<file path="src/rtl/fft32_out_serializer.sv">
// Output serializer for the 32-point FFT: captures a parallel frame and streams bins 0..31 over valid/ready.
// Define FFT32_SER_PINGPONG_EN for two banks (gapless streaming); default is a single bank with IDLE/STREAM.
module fft32_out_serializer #(
  parameter int IN_W = 8
) (
  input  logic                   clk,
  input  logic                   rst,
  input  logic                   in_valid,
  output logic                   in_ready,
  input  logic [32*IN_W-1:0]     in_r,
  input  logic [32*IN_W-1:0]     in_i,
  output logic                   out_valid,
  input  logic                   out_ready,
  output logic signed [IN_W-1:0] out_r,
  output logic signed [IN_W-1:0] out_i,
  output logic [4:0]             out_idx,
  output logic                   out_last
);
  localparam int N = 32;
`ifdef FFT32_SER_PINGPONG_EN
  localparam int NB = 2;
`else
  localparam int NB = 1;
`endif

  logic signed [IN_W-1:0] cap_r [N];
  logic signed [IN_W-1:0] cap_i [N];
  logic signed [IN_W-1:0] bank_r_q [NB][N];
  logic signed [IN_W-1:0] bank_i_q [NB][N];
  logic [NB-1:0]          cap_en;
  logic                   capture;
  logic                   in_ready_q, in_ready_d;
  logic [4:0]             rd_idx_q, rd_idx_d;
  logic signed [IN_W-1:0] rd_r, rd_i;

  genvar gi;
  generate
    for (gi = 0; gi < N; gi++) begin : g_unpack
      assign cap_r[gi] = in_r[gi*IN_W +: IN_W];
      assign cap_i[gi] = in_i[gi*IN_W +: IN_W];
    end
    // Bank contents need no reset: they are only visible while marked valid.
    for (gi = 0; gi < NB; gi++) begin : g_bank
      always_ff @(posedge clk) begin
        if (cap_en[gi]) begin
          for (int k = 0; k < N; k++) begin
            bank_r_q[gi][k] <= cap_r[k];
            bank_i_q[gi][k] <= cap_i[k];
          end
        end
      end
    end
  endgenerate

  assign capture  = in_valid && in_ready_q;
  assign in_ready = in_ready_q;

`ifdef FFT32_SER_PINGPONG_EN
  logic [1:0] full_q, full_d;
  logic       wr_bank_q, wr_bank_d;
  logic       rd_bank_q, rd_bank_d;

  assign out_valid = full_q[rd_bank_q];
  assign cap_en    = {capture && wr_bank_q, capture && !wr_bank_q};
  assign rd_r      = bank_r_q[rd_bank_q][rd_idx_q];
  assign rd_i      = bank_i_q[rd_bank_q][rd_idx_q];

  // A capture needs an empty write bank and a release needs a full read bank,
  // so both may act on the same edge without touching the same flag.
  always_comb begin
    full_d    = full_q;
    wr_bank_d = wr_bank_q;
    rd_bank_d = rd_bank_q;
    rd_idx_d  = rd_idx_q;
    if (capture) begin
      full_d[wr_bank_q] = 1'b1;
      wr_bank_d         = ~wr_bank_q;
    end
    if (out_valid && out_ready) begin
      if (rd_idx_q == 5'd31) begin
        full_d[rd_bank_q] = 1'b0;
        rd_bank_d         = ~rd_bank_q;
        rd_idx_d          = 5'd0;
      end else begin
        rd_idx_d = rd_idx_q + 5'd1;
      end
    end
    in_ready_d = !full_d[wr_bank_d];
  end

  always_ff @(posedge clk) begin
    if (rst) begin
      full_q     <= 2'b00;
      wr_bank_q  <= 1'b0;
      rd_bank_q  <= 1'b0;
      rd_idx_q   <= 5'd0;
      in_ready_q <= 1'b0;
    end else begin
      full_q     <= full_d;
      wr_bank_q  <= wr_bank_d;
      rd_bank_q  <= rd_bank_d;
      rd_idx_q   <= rd_idx_d;
      in_ready_q <= in_ready_d;
    end
  end
`else
  localparam logic [0:0] IDLE   = 1'b0;
  localparam logic [0:0] STREAM = 1'b1;

  logic [0:0] state_q, state_d;

  assign out_valid = (state_q == STREAM);
  assign cap_en    = capture;
  assign rd_r      = bank_r_q[0][rd_idx_q];
  assign rd_i      = bank_i_q[0][rd_idx_q];

  always_comb begin
    state_d  = state_q;
    rd_idx_d = rd_idx_q;
    case (state_q)
      IDLE: begin
        if (capture) begin
          state_d  = STREAM;
          rd_idx_d = 5'd0;
        end
      end
      default: begin
        if (out_ready) begin
          if (rd_idx_q == 5'd31) state_d = IDLE;
          else rd_idx_d = rd_idx_q + 5'd1;
        end
      end
    endcase
    in_ready_d = (state_d == IDLE);
  end

  always_ff @(posedge clk) begin
    if (rst) begin
      state_q    <= IDLE;
      rd_idx_q   <= 5'd0;
      in_ready_q <= 1'b0;
    end else begin
      state_q    <= state_d;
      rd_idx_q   <= rd_idx_d;
      in_ready_q <= in_ready_d;
    end
  end
`endif

  // Outputs are forced to zero whenever no beat is presented.
  assign out_r    = out_valid ? rd_r : '0;
  assign out_i    = out_valid ? rd_i : '0;
  assign out_idx  = out_valid ? rd_idx_q : 5'd0;
  assign out_last = out_valid && (rd_idx_q == 5'd31);
endmodule

</file>
<file path="config.mk">
export PLATFORM = sky130hd
export DESIGN_NAME = fft32_out_serializer
export DESIGN_NICKNAME = d
export VERILOG_FILES = /design/src/rtl/fft32_out_serializer.sv
export SDC_FILE = /design/constraint.sdc
export NUM_CORES = 1
export LEC_CHECK = 0
export ABC_AREA = 1
export CORE_ASPECT_RATIO = 0.6
export CORE_MARGIN = 3
export CORE_UTILIZATION = 35
export DETAILED_ROUTE_END_ITERATION = 6
export GPL_ROUTABILITY_DRIVEN = 1
export PLACE_DENSITY_LB_ADDON = 0.15
export SYNTH_ARGS = -nofsm -noshare
export SYNTH_HDL_FRONTEND = slang
export SYNTH_SLANG_ARGS = --single-unit
</file>
<file path="constraint.sdc">
create_clock -name clk -period 37 [get_ports clk]
set_input_delay 3.7 -clock clk [delete_from_list [all_inputs] [get_ports clk]]
set_output_delay 3.7 -clock clk [all_outputs]
set_load 0.01 [all_outputs]
</file>
==> results by group <==
Critical path
  – Crit-path slowest cell: buf_4
  – CP max stage delay: 0.85 ns
  – Worst path most repeated cell: nand2_1
  – CP Max Fanout: 113
  – Crit end category: output pin
  – CP required: 33.30 ns
  – Startpoint Class: register
  – Crit path DAT: 4.64 ns
  – Buffer and inverter count on the worst path: 5
  – Worst path cell trace: inv_8, buf_4, buf_4, nand2_1, nand3_1, nand2_1, nand2_1, nand2_1, inv_1, nand2_1, nand2_1, nand2_1, clkdlybuf4s50_1
  – Crit path max-delay family: buffers and inverters
  – WS Path Type: register to output pin

Synthesis
  – Mapped Cells: 2259
  – Cell area after synthesis: 0.02271 sq mm
  – Post-synth top area share: 0.6770
  – Seq/Total Area, Yosys: 0.6831
  – Synth unique cells: 21
  – XOR/XNOR Fraction of Synth Area: 0
  – Largest family of logic cells by synthesized area: simple AND/OR/NAND/NOR gates
  – Dominant synthesized flop cell: edfxtp_1
  – Net Count, Synth: 2777
  – Mux cell area share after synthesis: 0
  – Yosys warns: 0
  – Post-Synth Adder-Cell Area: 0.001102
  – Count leader, synth: nand2_1
  – Syn_area_per_cell: 10.05 sq um
  – Share of flip-flops with an asynchronous set or reset: 0
  – Top post-synthesis cells by area: edfxtp_1 68%, nand2_1 15%, inv_1 7.0%
  – Leading area contributor after synthesis: edfxtp_1
  – Synth Area in Compound Gates: 0.002038
  – Register bit count reported by yosys: 519
  – Post-synth EDFFs: 512
  – Post-synth top cells: 891 x nand2_1, 512 x edfxtp_1, 424 x inv_1, 290 x nand3_1, 59 x buf_2
  – Simple-Gate Fraction of Synth Area: 0.2140

Clock network
  – Clk pin slew, worst setup/hold paths: 0.06 ns
  – Root Driver: clkbuf_16
  – Hold-fix buffers, CTS: 0
  – Latest clock arrival within the worst-skew pair: 0.59 ns
  – H-tree depth: 2
  – CTS tree: yes
  – Clock Tree Buf Depth: 3
  – Setup Fix Bufs, Post-CTS: 0
  – Post-cts sizing count: 0
  – Num CTS Buffers: 50
  – Clk sink count: 519

Pwr
  – Leakage power: 12.86 nW
  – Max IR drop VDD: 0.02900 mV
  – P per Cell Area: 44.15 mW/mm^2

STA
  – Final Skew: 0.007041 ns
  – Final Hold Fails: 0
  – Worst Tran Pin Value: 1.113 ns
  – RSZ-0062 raised after global routing: false
  – Max-slew headroom: 0.2577
  – Fmax: 119.9 MHz
  – Minimum hold slack: 0.5221 ns
  – # setup viols final: 0
  – Final Max Tran Viols: 0
  – Final setup TNS: 0 ns
  – Tcrit/Tclk final: 0.2255
  – Final worst setup slack: 28.66 ns
  – Minimum clock period: 8.343 ns

Drt
  – Drt wl/cell: 19.49 um
  – Final WL: 70990 um
  – Drt drc: 0
  – 1st-pass router iterations: 5
  – Total number of vias: 16660
  – Avg Vias per Cell: 4.575
  – Initial DRC count: 1201
  – Routed Antenna Nets: 0

Layout
  – Nets: 3281
  – Final instance area: 0.03022 sq mm
  – Non-filler cells, final: 3642
  – Area Overhead vs Synth: 33.06%
  – Ratio of cells with drive above 1 in the final layout: 0.03360
  – Fill count: 5881

Placement
  – Placed Cells incl. Taps: 3550
  – GP Congestion: 0.8342
  – DP Area: 0.02867 sq mm
  – Pre-CTS worst setup slack: 29.22 ns
  – DP HPWL: 49670 um
  – Buffers on Ports: 539

Global route
  – Vias in the first global route: 16950
  – Largest net degree at the start of global routing: 123
  – Global-route wire length before repair: 103600 um
  – Total GRT Usage: 0.2047
  – Initial antenna violation count: 12
  – GRT overflow: 0

Floorplanning
  – FP Rows: 71
  – Die width: 334.9 um
  – Chip Height: 203.3 um
  – Core footprint: 0.06343 sq mm
  – Starting density of the core: 0.3581
  – I/O Pins: 540
  – Die area: 0.06808 sq mm

Min path
  – Worst Hold Class: register to register

Status
  – Status: completed

Run
  – Max-cap violations: 0
-- area by class of cell --
type                       instances  area [sq um]  share of cell area
antenna                            5         12.51           0.0004140
multi-input combinational       1205          4940              0.1635
inverter                         431          1638             0.05420
tap                              839          1050             0.03474
clock buffer                      60          1310             0.04335
sequential                       519         15520              0.5137
timing repair buffer             556          5523              0.1828
clock inverter                    27         224.0            0.007411
-- layout by cell type, fill, tap and decap left out, types with 5 or more instances in the layout --
master,netlist,layout
a21oi_1,6,6
buf_4,8,17
clkbuf_1,14,9
clkbuf_16,0,51
clkdlybuf4s50_1,0,539
clkinv_1,2,17
clkinv_2,0,6
diode_2,0,5
edfxtp_1,512,512
inv_1,424,422
nand2_1,891,891
nand3_1,290,290
nor2_1,9,8
-- cell families after synthesis --
group,after synthesis
simple gates,1195
compound gates,8
flops,519
buf+inv,535
fa+ha+maj,2
-- per-layer routing --
metal	up-vias	global-route usage	routed length, um
li1	8134	-	-
met1	7948	0.2793	31350
met2	465	0.3331	33470
met3	102	0.04835	4677
met4	14	0.04706	1396
met5	-	0	91
-- tightest hold or removal path, delay by kind of cell (launching register included) --
| kind | cells | cell delay [ns] |
|---|---|---|
| flops | 1 | 0.34 |
| simple gates | 1 | 0.07 |
| compound gates | 1 | 0.06 |
-- through the flow --
stage                power, W  utilization
detailed placement  0.0008515       0.4521
global placement    0.0008496       0.4521
global route         0.001390       0.4764
floorplan           0.0007759            -
finish               0.001334       0.4764
CTS                  0.001351       0.4763
-- where the power goes --
group,internal (W),leakage (nW),switching (W)
clock,0.000278,0.751,0.000219
sequential,0.000681,4.81,0.00000748
combinational,0.0000702,7.30,0.0000782
total,0.00103,12.9,0.000305
-- sequential cells by signal, summed over array words and instances, names as in the netlist --
register / count
bank_i_q: 256
rd_idx_q: 5
out_valid: 1
bank_r_q: 256
in_ready: 1
-- path summary, 6_finish.rpt --
kind / slack [ns] / depth (start not counted) / to / startpoint
max: 28.66 / 13 / out_r[4] / rd_idx_q[0]
min: 0.52 / 2 / rd_idx_q[4] / rd_idx_q[4]
max reg2reg: 33.43 / 4 / bank_i_q[0][141] / in_ready
min reg2reg: 0.52 / 2 / rd_idx_q[4] / rd_idx_q[4]
Power figures use the tool's default switching activity.
